`src/rtl/pcs_sidestream_scrambler_gen.sv`:
```
// pcs_sidestream_scrambler_gen: multi-lane 1000BASE-T side-stream scrambler with a
// one-entry valid/ready output register, symbol index counter and n0 capture.
module pcs_sidestream_scrambler_gen #(
    parameter int                LFSR_W     = 33,
    parameter int                TAP_MASTER = 13,
    parameter int                TAP_SLAVE  = 20,
    parameter int                LANES      = 1,
    parameter int                CNT_W      = 32,
    parameter logic [LFSR_W-1:0] SEED       = 1
) (
    input  logic              clock,
    input  logic              reset,
    input  logic              io_slave,
    input  logic              io_seed_load,
    input  logic [LFSR_W-1:0] io_seed,
    input  logic              io_enable,
    input  logic              io_tx_enable,
    input  logic              io_out_ready,
    output logic              io_out_valid,
    output logic [LANES-1:0]  io_out_bits,
    output logic [LFSR_W-1:0] io_out_state,
    output logic [CNT_W-1:0]  io_out_n,
    output logic [CNT_W-1:0]  io_n0,
    output logic              io_n0_valid
);
    if (TAP_MASTER < 1 || TAP_MASTER > LFSR_W - 1 || TAP_SLAVE < 1 || TAP_SLAVE > LFSR_W - 1 ||
        SEED == '0 || LANES < 1 || LANES > 8) begin : g_param_check
        $error("pcs_sidestream_scrambler_gen: illegal parameter set");
    end

    logic [LFSR_W-1:0] scr_q, scr_d, scr_nxt, out_state_q, out_state_d;
    logic [LANES-1:0]  bits_nxt, out_bits_q, out_bits_d;
    logic [CNT_W-1:0]  cnt_q, cnt_d, out_n_q, out_n_d, n0_q, n0_d;
    logic              out_valid_q, out_valid_d, n0_valid_q, n0_valid_d, tx_prev_q, tx_prev_d;
    logic              adv, capture;

    // Unrolled beat: every step of the beat uses the same tap selection.
    always_comb begin
        scr_nxt  = scr_q;
        bits_nxt = '0;
        for (int k = 0; k < LANES; k++) begin
            bits_nxt[k] = scr_nxt[LFSR_W-1] ^ (io_slave ? scr_nxt[TAP_SLAVE-1] : scr_nxt[TAP_MASTER-1]);
            scr_nxt     = {scr_nxt[LFSR_W-2:0], bits_nxt[k]};
        end
    end

    always_comb begin
        adv         = io_enable && (!out_valid_q || io_out_ready) && !io_seed_load;
        capture     = io_tx_enable && !tx_prev_q && !n0_valid_q && !io_seed_load;
        scr_d       = io_seed_load ? ((io_seed == '0) ? SEED : io_seed) : (adv ? scr_nxt : scr_q);
        cnt_d       = io_seed_load ? '0 : (adv ? cnt_q + 1'b1 : cnt_q);
        out_valid_d = io_seed_load ? 1'b0 : (adv ? 1'b1 : (out_valid_q && !io_out_ready));
        out_bits_d  = adv ? bits_nxt : out_bits_q;
        out_state_d = adv ? scr_nxt : out_state_q;
        out_n_d     = adv ? cnt_q : out_n_q;
        n0_d        = capture ? cnt_q : n0_q;
        n0_valid_d  = io_seed_load ? 1'b0 : (capture || n0_valid_q);
        tx_prev_d   = io_tx_enable;
    end

    always_ff @(posedge clock or posedge reset) begin
        if (reset) begin
            scr_q       <= SEED;
            cnt_q       <= '0;
            out_valid_q <= 1'b0;
            out_bits_q  <= '0;
            out_state_q <= SEED;
            out_n_q     <= '0;
            n0_q        <= '0;
            n0_valid_q  <= 1'b0;
            tx_prev_q   <= 1'b0;
        end else begin
            scr_q       <= scr_d;
            cnt_q       <= cnt_d;
            out_valid_q <= out_valid_d;
            out_bits_q  <= out_bits_d;
            out_state_q <= out_state_d;
            out_n_q     <= out_n_d;
            n0_q        <= n0_d;
            n0_valid_q  <= n0_valid_d;
            tx_prev_q   <= tx_prev_d;
        end
    end

    assign io_out_valid = out_valid_q;
    assign io_out_bits  = out_bits_q;
    assign io_out_state = out_state_q;
    assign io_out_n     = out_n_q;
    assign io_n0        = n0_q;
    assign io_n0_valid  = n0_valid_q;
endmodule
```
`config.mk`:
```
export PLATFORM = sky130hd
export DESIGN_NAME = pcs_sidestream_scrambler_gen
export DESIGN_NICKNAME = d
export VERILOG_FILES = /design/src/rtl/pcs_sidestream_scrambler_gen.sv
export SDC_FILE = /design/constraint.sdc
export NUM_CORES = 1
export LEC_CHECK = 0
export ABC_AREA = 1
export BUFFER_PORTS_ARGS = -buffer_cell sky130_fd_sc_hd__buf_2
export CORE_MARGIN = 2
export CORE_UTILIZATION = 29
export CTS_CLUSTER_DIAMETER = 200
export CTS_CLUSTER_SIZE = 30
export DETAILED_ROUTE_END_ITERATION = 10
export HOLD_SLACK_MARGIN = 0.08
export SKIP_CTS_REPAIR_TIMING = 1
export SLEW_MARGIN = 20
export SYNTH_ARGS = -nofsm -noshare
export SYNTH_HDL_FRONTEND = slang
export SYNTH_SLANG_ARGS = --single-unit
```
`constraint.sdc`:
```
create_clock -name clock -period 6.02 [get_ports clock]
set_input_delay 0.602 -clock clock [delete_from_list [all_inputs] [get_ports clock]]
set_output_delay 0.602 -clock clock [all_outputs]
set_load 0.005 [all_outputs]
```
==> results.cfg <==
[synth]
ys.flop_type = dfrtp_1
syn_area_um2 = 7200
syn_avg_cell_area_um2 = 8.68
synth_cells = 830
synth_area_leader_cell = dfrtp_1
ys_async_sr_fraction_pct = 100
synth_cell_types = 32
synth-edff-count = 0
synth_area_leaders = dfrtp_1 (57%), nand2_1 (12%), o21ai_0 (7.7%), inv_1 (5.2%), nor2_1 (3.9%)
syn_nets = 871
ys_seq_area_share_pct = 57.7
yosys_warnings = 0
synth_seq_cells = 166
synth_top_area_share_pct = 57.0

[pwr]
powerDensity_nw_per_um2 = 293
p_leak_nw = 4.29
power_w = 0.00257
ir_worst_vdd_mv = 0.190

[detailed_routing]
wire_per_inst_um = 14.7
firstDrtPassIters = 4
drc = 0
wl_um = 19000
vias = 5854
ant_nets = 0
routed_via_density = 4.51
drt_iter0_drc = 446

[sta]
relSlewSlack_pct = 51.3
period_needed_ps = 2520
rsz0062_at_grt = false
min_period_over_period_pct = 41.9
tightest_slew_ps = 731
finalClockSkew_ps = 8.41
fmax_mhz = 396
hold_viol = 0
setup_viol = 0
setup_tns_ps = 0
drv_slew = 0

[die]
ios = 140
coreArea_um2 = 24300
initial_utilization_pct = 29.6
dieHeight_um = 162
die_area_um2 = 26100
rows = 57
die_x_um = 162

[clock_network]
root_buffer = clkbuf_16
numCtsBuffers = 17
clock_latency_ps = 430
cts_buffer_depth = 2
cts_tree = done
htreeDepth = 4
clk_pin_slew_ps = 60
clock_sinks = 166

[critical_path]
crit_chain = buf_2, nor2_4, inv_4, buf_4, nor2_1, inv_1, o21ai_0
cp_max_fo = 82
crit_path_start_kind = input port
worstSetupEndpointType = register
max_stage_delay_ps = 710
r2r_cells = 8
worstSetupPathType = in2reg
crit_required_ps = 6310
cp_data_arrival_time_ps = 2810
cp_slowest_cell = buf_4
rrSetupSlack_ps = 3620
reg2reg_from = io_out_valid$_DFF_PP0_
r2r_end = cnt_q[0]$_DFFE_PP0P_

[hold_path]
holdCritPathClass = in2async

[layout]
stdcell_count = 1297
nets = 999
register_area_um2 = 4160
drive_above_1_share_pct = 20.2
multi_input_area_um2 = 2500
fillCellCount = 2530
areaGrowthSynthToFinish_pct = 22.0

[placed_design]
hpwl_um = 13100
gp_congestion = 0.841
io_buffers = 139
dp_cells = 1263

[global_routing]
overflow = 0
grt_max_degree = 83
grt_pass1_vias = 5779
grt_usage_pct = 15.0
grt_pass1_wl_um = 30900
grt_antenna_before_repair = 2

[run_status]
outcome = complete, no violations

[run]
maxCapViolCount = 0
-- Yosys cell counts, types with 3 or more instances --
master	n
a21oi_1	12
buf_2	16
clkbuf_1	17
dfrtp_1	164
inv_1	100
inv_2	4
nand2_1	225
nand3_1	27
nand3_2	3
nand4_1	10
nor2_1	74
nor2_4	3
nor3_1	11
nor3_4	3
o21ai_0	111
o221ai_1	31
-- layer usage --
layer	vias to the layer above	GRT usage, %	part of all wire, %
met5	-	0	0
met4	0	3.42	0.85
met3	14	5.44	6.6
met2	142	23.6	45
met1	2757	20.0	47
li1	2941	-	-
-- critical path: cells and delay by family --
family / cells / cell delay, ps
AND/OR/NAND/NOR: 2 / 240
buffers and inverters: 4 / 1840
AO/OA/AOI/OAI: 1 / 80
-- cell families after synthesis --
group	after synthesis	synth area share, %
AOI/OAI and AO/OA	159	12.8
and+or+nand+nor	363	21.3
buffers and inverters	139	7.71
xor gates and xnor gates	2	0.243
DFF	166	57.7
adders and majority gates	1	0.174
-- flip-flops by register name, summed over array words and instances, names as in the netlist --
name	count
cnt_q	32
io_n0	32
io_n0_valid	1
io_out_bits	1
io_out_n	32
io_out_state	33
io_out_valid	1
scr_q	33
tx_prev_q	1
-- stage by stage --
stage	cell area, µm²	util, %	setup slack (ps)	hold slack [ps]
floorplan	7200	-	931	457
global placement	8190	33.7	3080	453
detailed placement	8190	33.7	3030	462
CTS	8780	36.1	3480	290
global route	8780	36.1	3220	282
finish	8790	36.1	3500	271
-- how the worst max path moves through the flow --
stage / end / slack [ps] / from / cells past startpoint
3_3_place_gp: cnt_q[0]$_DFFE_PP0P_ / 3080 / io_seed_load / 7
3_5_place_dp: cnt_q[0]$_DFFE_PP0P_ / 3030 / io_seed_load / 7
5_1_grt: cnt_q[0]$_DFFE_PP0P_ / 3220 / io_seed_load / 7
2_1_floorplan: cnt_q[0]$_DFFE_PP0P_ / 930 / reset / 1
6_report: cnt_q[0]$_DFFE_PP0P_ / 3500 / io_seed_load / 7
4_1_cts: cnt_q[0]$_DFFE_PP0P_ / 3480 / io_seed_load / 7
-- final cells by class --
cell class	instances	share of cell area, %
repair buffers	144	8.35
diodes	2	0.0570
clock inverters	12	1.64
clock buffers	20	5.08
inverters	104	4.53
well taps	324	4.61
flip-flops and latches	166	47.3
multi-input cells	525	28.4
-- cell usage in the layout (no fill, tap or decap), types with 3 or more instances in the layout --
master and count:
clkinvlp_4 3, nand2_1 225, nor3_4 3, nor2_4 3, nor2_1 74, clkbuf_16 17
a21oi_1 12, buf_2 139, nand3_1 26, nand4_1 10, dfrtp_1 164, clkinv_4 4
o221ai_1 31, buf_4 5, inv_1 98, inv_6 4, nor3_1 11, o21ai_0 111
nand3_2 4, inv_2 4
-- where the power goes --
group	internal [W]	switching [W]
combinational	0.0000840	0.000150
sequential	0.00119	0.0000385
clock	0.000629	0.000480
Power figures use the tool's default switching activity.
